$ cat src/rtl/wb_port_master.sv
// Single-outstanding pipelined Wishbone master: turns sequencer commands into one
// bus transaction each, with a per-transaction ACK timeout and completion counters.
module wb_port_master #(
  parameter int TIMEOUT = 16
) (
  input  logic        clk,
  input  logic        rst,
  input  logic        cmd_valid,
  output logic        cmd_ready,
  input  logic        cmd_we,
  input  logic [7:0]  cmd_addr,
  input  logic [31:0] cmd_wdata,
  input  logic [3:0]  cmd_sel,
  output logic        rsp_valid,
  output logic [31:0] rsp_rdata,
  output logic        rsp_err,
  output logic        CYC_O,
  output logic        STB_O,
  output logic        WE_O,
  output logic [7:0]  ADDR_O,
  output logic [31:0] DATA_O,
  output logic [3:0]  SEL_O,
  input  logic        STALL_I,
  input  logic        ACK_I,
  input  logic [31:0] DATA_I,
  output logic [15:0] ack_count,
  output logic [15:0] err_count
);

  localparam logic [7:0] TMO_LIMIT = 8'(TIMEOUT);

  typedef enum logic [1:0] {IDLE, REQ, WAIT, RESP} state_t;

  state_t      r_state;
  state_t      w_stateNext;
  logic        r_we;
  logic [7:0]  r_addr;
  logic [31:0] r_wdata;
  logic [3:0]  r_sel;
  logic [31:0] r_rdata;
  logic        r_err;
  logic [7:0]  r_tmo;
  logic [15:0] r_ackCnt;
  logic [15:0] r_errCnt;

  logic        w_accept;
  logic        w_busy;
  logic        w_ackDone;
  logic        w_timeout;
  logic [7:0]  w_tmoNext;

  assign w_busy    = (r_state == REQ) || (r_state == WAIT);
  assign w_accept  = (r_state == IDLE) && cmd_valid;
  assign w_tmoNext = r_tmo + 8'd1;
  assign w_ackDone = (r_state == WAIT) && ACK_I;
  // The timeout fires in the cycle the counter would reach the limit, so a
  // transaction gets exactly TIMEOUT cycles in REQ/WAIT; an ACK that same cycle wins.
  assign w_timeout = w_busy && !w_ackDone && (w_tmoNext == TMO_LIMIT);

  always_comb begin
    w_stateNext = r_state;
    cmd_ready   = 1'b0;
    CYC_O       = 1'b0;
    STB_O       = 1'b0;
    rsp_valid   = 1'b0;
    case (r_state)
      IDLE: begin
        cmd_ready = 1'b1;
        if (cmd_valid) w_stateNext = REQ;
      end
      REQ: begin
        CYC_O = 1'b1;
        STB_O = 1'b1;
        if (w_timeout)     w_stateNext = RESP;
        else if (!STALL_I) w_stateNext = WAIT;
      end
      WAIT: begin
        CYC_O = 1'b1;
        if (w_ackDone || w_timeout) w_stateNext = RESP;
      end
      RESP: begin
        rsp_valid   = 1'b1;
        w_stateNext = IDLE;
      end
      default: w_stateNext = IDLE;
    endcase
  end

  always_ff @(posedge clk) begin
    if (rst) begin
      r_state  <= IDLE;
      r_we     <= 1'b0;
      r_addr   <= '0;
      r_wdata  <= '0;
      r_sel    <= '0;
      r_rdata  <= '0;
      r_err    <= 1'b0;
      r_tmo    <= '0;
      r_ackCnt <= '0;
      r_errCnt <= '0;
    end else begin
      r_state <= w_stateNext;
      if (w_accept) begin
        r_we    <= cmd_we;
        r_addr  <= cmd_addr;
        r_wdata <= cmd_wdata;
        r_sel   <= cmd_sel;
        r_tmo   <= '0;
      end else if (w_busy) begin
        r_tmo <= w_tmoNext;
      end
      // Write completions report zero data so a stale read value never leaks out.
      if (w_ackDone) begin
        r_rdata <= r_we ? 32'd0 : DATA_I;
        r_err   <= 1'b0;
        if (r_ackCnt != 16'hFFFF) r_ackCnt <= r_ackCnt + 16'd1;
      end else if (w_timeout) begin
        r_rdata <= 32'd0;
        r_err   <= 1'b1;
        if (r_errCnt != 16'hFFFF) r_errCnt <= r_errCnt + 16'd1;
      end
    end
  end

  assign WE_O      = r_we;
  assign ADDR_O    = r_addr;
  assign DATA_O    = r_wdata;
  assign SEL_O     = r_sel;
  assign rsp_rdata = r_rdata;
  assign rsp_err   = r_err;
  assign ack_count = r_ackCnt;
  assign err_count = r_errCnt;

endmodule

$ cat config.mk
export PLATFORM = sky130hd
export DESIGN_NAME = wb_port_master
export DESIGN_NICKNAME = d
export VERILOG_FILES = /design/src/rtl/wb_port_master.sv
export SDC_FILE = /design/constraint.sdc
export NUM_CORES = 1
export LEC_CHECK = 0
export ABC_CLOCK_PERIOD_IN_PS = 7100
export CAP_MARGIN = 30
export CORE_UTILIZATION = 46
export CTS_CLUSTER_SIZE = 25
export DETAILED_ROUTE_END_ITERATION = 6
export PLACE_DENSITY = 0.87
export SYNTH_ARGS = -nofsm -noshare
export SYNTH_HDL_FRONTEND = slang
export SYNTH_SLANG_ARGS = --single-unit
$ cat constraint.sdc
create_clock -name clk -period 7.1 [get_ports clk]
set_clock_uncertainty 0.1 [all_clocks]
set_input_delay 1.065 -clock clk [delete_from_list [all_inputs] [get_ports clk]]
set_output_delay 1.065 -clock clk [all_outputs]
set_load 0.01 [all_outputs]
# ---- After elaboration in Yosys (flattened, before gate mapping)
# Index checks and enable logic that the tools add are counted.
# W data, S select, Z words.
dict set report word_totals {
  out_inout_bits 114
  romBits 0
  ff_bits 120
  latch_bits 0
  ramBits 0
  elab_cells 50
  memories 0
  inputBits 82
}
dict set report classes {
  add_sub_neg 3
  n_reduce_logical 15
  div_mod_pow 0
  shifts 0
  mux 12
  n_eq_ne 9
  mul 0
  n_lt_le_gt_ge 0
  bitwise_logic 1
}
# op count
set op_table {}
lappend op_table {{$mux W32} 3}
lappend op_table {{$add A16 B1 Y16 const B} 2}
lappend op_table {{$ne A16 B16 Y1 const B} 2}
lappend op_table {{$add A8 B1 Y8 const B} 1}
lappend op_table {{$eq A8 B5 Y1 const B} 1}
lappend op_table {{$mux W2} 4}
lappend op_table {{$pmux W2 S4} 1}
lappend op_table {{$reduce_and A3 Y1} 2}
lappend op_table {{$reduce_or A2 Y1} 3}
lappend op_table {{$eq A2 B2 Y1 const B} 2}
lappend op_table {{$logic_and A1 B1 Y1} 4}
lappend op_table {{$mux W1} 4}
lappend op_table {{$ne A3 B3 Y1 const B} 1}
lappend op_table {{$eq A2 B1 Y1 const B} 1}
lappend op_table {{$logic_not A2 Y1} 1}
lappend op_table {{$logic_or A1 B1 Y1} 2}
lappend op_table {{$ne A2 B1 Y1 const B} 1}
lappend op_table {{$ne A2 B2 Y1 const B} 1}
lappend op_table {{$reduce_and A2 Y1} 1}
lappend op_table {{$reduce_bool A2 Y1} 1}
lappend op_table {{$logic_not A1 Y1} 1}
lappend op_table {{$not A1 Y1} 1}

# ---- Longest topological paths before layout
dict set report depth {
  depth_word 8
  depth_mapped 10
  ltp_nobuf 8
}

# ---- Least setup slack after synthesis
# Ideal clock, no wire load.
dict set report synth_timing {
  path_type {input to register}
  from {input port ACK_I}
  to {register r_errCnt[13] (netlist: err_count[13])}
  t_required_ns 6.930
  cell_stages 7
  setup_ns 0.070
  arrival_time_ns 2.389
  slack_ns 4.541
  path_buffers 1
  path_cell_list {nor2b_1 > o211ai_1 > a211oi_2 > nand2_2 > buf_6 > or4_1 > a21oi_1}
}
dict set report synth_via {
  elab_chain_len 5
  elab_cells_between_ends 6
  classes_between {1 x bitwise; 5 x reduce/logical}
}
# element line
set synth_lines {}
lappend synth_lines {{from (decl)} 24} ;# input logic ACK_I,
lappend synth_lines {{$logic_and A1 B1 Y1 (*)} 55} ;# assign w_ackDone = (r_state == WAIT) && ACK_I;
lappend synth_lines {{$logic_not A1 Y1} 58} ;# assign w_timeout = w_busy && !w_ackDone && (w_tmoNext == TMO_LIMIT);
lappend synth_lines {{$logic_and A1 B1 Y1 (2 in a row)} 58}
lappend synth_lines {{$reduce_and A3 Y1 (no line) (*)} -}
lappend synth_lines {{to (signal assigned)} 120} ;# if (r_errCnt != 16'hFFFF) r_errCnt <= r_errCnt + 16'd1;
lappend synth_lines {{to (decl)} 44} ;# logic [15:0] r_errCnt;
# Every way passes the cells marked *; elsewhere a longest branch is shown, timed or not.
# A chain may end at the register's enable or synchronous reset.

# ---- Worst setup path in the final report
dict set report layout_timing {
  from {register r_state[1]}
  to {output port CYC_O}
}
dict set report layout_via {
  elab_chain_len 3
  elab_cells_between_ends 4
  classes_between {2 x eq/ne; 1 x mux; 1 x reduce/logical}
}
# element line
set layout_lines {}
lappend layout_lines {{from (decl)} 34} ;# state_t r_state;
lappend layout_lines {{from (signal assigned)} 102} ;# r_state <= w_stateNext;
lappend layout_lines {{$eq A2 B1 Y1 or $eq A2 B2 Y1 (tied branches)} 66} ;# case (r_state)
lappend layout_lines {{$reduce_or A2 Y1 (no line) (*)} -}
lappend layout_lines {{$mux W1 (*)} 66}
lappend layout_lines {{to (decl)} 17} ;# output logic CYC_O,
# Marked as above.

==> impl_metrics.tcl <==
set metrics [dict create \
    status "complete, no violations" \
    synth_edf_count 0 \
    ir_drop_uv 155.7 \
    ios 196 \
    clock-root-buffer "clkbuf_8" \
    cellLeakagePower_nw 2.700 \
    antenna_found_initial 0 \
    tightest_slew_ns 0.6728 \
    synth_nets 654 \
    clkLatencyLatePin_ns 0.51 \
    worstPathRequired_ns 5.93 \
    cp-endpoint "CYC_O" \
    crit_chain "inv_1 > ha_1 > clkdlybuf4s50_1" \
    cts_made_buffers 17 \
    post-cts-setup-buffers 0 \
    yosys.area.top_type "dfxtp_1" \
    dieWidth_um 104.0 \
    power_density_mw_per_mm2 283.2 \
    drv_cap 0 \
    min_period_over_period_pct 46.66 \
    ys_types 42 \
    worst_setup_path_start_kind "flop" \
    htree_num_levels 4 \
    maxSlewHeadroom_pct 55.15 \
    cpPeakStageDelay_ns 0.62 \
    layout-drive-gt1-share_pct 5.526 \
    grt_max_degree 76 \
    final_cell_mix "clkdlybuf4s50_1, dfxtp_1, nand2_1" \
    drc_errors 0 \
    fmax_mhz 301.9 \
    crit_slowest_cell "clkdlybuf4s50_1" \
    place_congestion 0.8103 \
    grt_pass1_wl_um 22300 \
    rrSetupSlack_ns 4.55 \
    final_nets 839 \
    cts_resized 0 \
    grt_pass1_vias 4743 \
    final_common_cell "clkdlybuf4s50_1" \
    arrival_ns 2.15 \
    core-area_mm2 0.009910 \
    period_minus_slack_ns 3.313 \
    drtAntennaViolNets 0 \
    final-hold-violation-count 0 \
    cts.sinks 120 \
    ctsHoldBuffers 0 \
    antenna_cells 0 \
    synth_area_mm2 0.004782 \
    firstDrtPassIters 5 \
    yosysWarnings 0 \
    drt_iter0_markers 317 \
    area_delta_synth_final_pct 55.02 \
    viasPerCell 5.299 \
    place_hpwl_um 9199 \
    vias 4732 \
    rsz0062_at_grt "no" \
    async_reset_ff_share_pct 0 \
    ys_seq_elements 120 \
    path_max_fanout 8 \
    r2r-end "err_count[7]$_SDFFE_PP0P_" \
    worst_setup_path_end_kind "output port" \
    clock_path_buffers 2 \
    drv_slew 0 \
    r2r-start "r_state[0]$_SDFFE_PP0P_" \
    path_class "reg2out" \
    ys_seq_area_share_pct 50.24 \
    crit_path_start "r_state[1]$_SDFFE_PP0P_" \
    synth-main-ff-cell "dfxtp_1" \
    syn_avg_cell_area_um2 8.479 \
    wl_per_cell_um 15.17 \
    wl_um 13550 \
    grt-ovfl-total 0 \
    finalSetupViolCount 0 \
    grt_usage_pct 25.36 \
    cts_tree "yes" \
    portBuffers 195 \
    dieHeight_um 104.0 \
    min_path_type "reg2reg" \
    whs_ns 0.3509 \
    start_util_pct 48.26 \
    ys_top_cells_by_area "dfxtp_1, nand2_1, a21oi_1, a22oi_1, nor2_1" \
    synth.top_cell.area_share_pct 50.24 \
    clkTransAtPathRegs_ns 0.05 \
    setup_tns_ns 0 \
    syn-instance-count 564 \
    dieArea_mm2 0.01081 \
    rows 36 \
    rr_worst_depth 8 \
]
## synthesized netlist by cell type (8+ instances only)
library cell / count
a21oi_1: 60
a22oi_1: 33
clkbuf_1: 29
dfxtp_1: 120
ha_1: 8
nand2_1: 111
nand3_1: 16
nand4_1: 12
nor2_1: 64
xnor2_1: 9
xor2_1: 18
## routing by layer
metal | vias to the layer above | GRT usage [%] | part of all wire, %
met1 | 2191 | 29.51 | 41
met5 | - | 0 | 0
met2 | 200 | 43.76 | 50
met4 | 0 | 11.12 | 2.2
li1 | 2312 | - | -
met3 | 29 | 6.642 | 6.3
## cells by family after synthesis
logic type | count (synthesis) | share of synthesized area, %
and+or+nand+nor | 244 | 22.66
AOI/OAI and AO/OA | 122 | 15.96
DFF | 120 | 50.24
buffers and inverters | 40 | 3.480
xor gates and xnor gates | 27 | 4.945
adders and majority gates | 8 | 2.093
muxes | 3 | 0.6280
## metrics by stage
stage               instances  power (mW)  setup WS (ns)  utilization (%)  area, um2
finish                    893       2.100          3.787            74.81       7413
global route              893       2.196          3.713            74.81       7413
CTS                       893       2.110          3.797            74.81       7413
detailed placement        863       1.254          3.820            68.83       6820
global placement          862       1.236          3.895            68.55       6793
floorplan                 564       1.025          4.541                -       4782
## critical path: cells and delay by family, from the launching register on
family                   cells  cell delay [ns]
flip-flops                   1             0.43
buffers and inverters        2             0.73
adder cells (fa/ha/maj)      1             0.48
## power breakdown
group	switching (mW)	total [mW]	internal, mW
Clock	0.289	0.854	0.566
Combinational	0.237	0.469	0.232
Sequential	0.0387	0.776	0.737
## layout make-up
type                    count  area, um2
well taps                 133      166.4
fillers                   710       2496
clock buffers              22      473.0
flip-flops and latches    120       2402
repair buffers            200       2007
clock inverters             8      120.1
inverters                   6      22.52
multi-input cells         404       2222
## worst min path at each step
stage                                          to                    start  cells past startpoint
after floorplan              rsp_err$_SDFFE_PP0P_     rsp_err$_SDFFE_PP0P_                      2
after global placement     DATA_O[2]$_SDFFE_PP0P_   DATA_O[2]$_SDFFE_PP0P_                      2
after detailed placement  DATA_O[14]$_SDFFE_PP0P_  DATA_O[14]$_SDFFE_PP0P_                      2
after CTS                 DATA_O[15]$_SDFFE_PP0P_  DATA_O[15]$_SDFFE_PP0P_                      2
after global routing       DATA_O[2]$_SDFFE_PP0P_   DATA_O[2]$_SDFFE_PP0P_                      2
final                     DATA_O[23]$_SDFFE_PP0P_  DATA_O[23]$_SDFFE_PP0P_                      2
## flip-flops by register name, summed over array words and instances (netlist names)
signal     cells
err_count     16
r_tmo          8
ack_count     16
r_state        2
DATA_O        32
rsp_err        1
WE_O           1
rsp_rdata     32
ADDR_O         8
SEL_O          4
(Power assumes the default switching activity.)
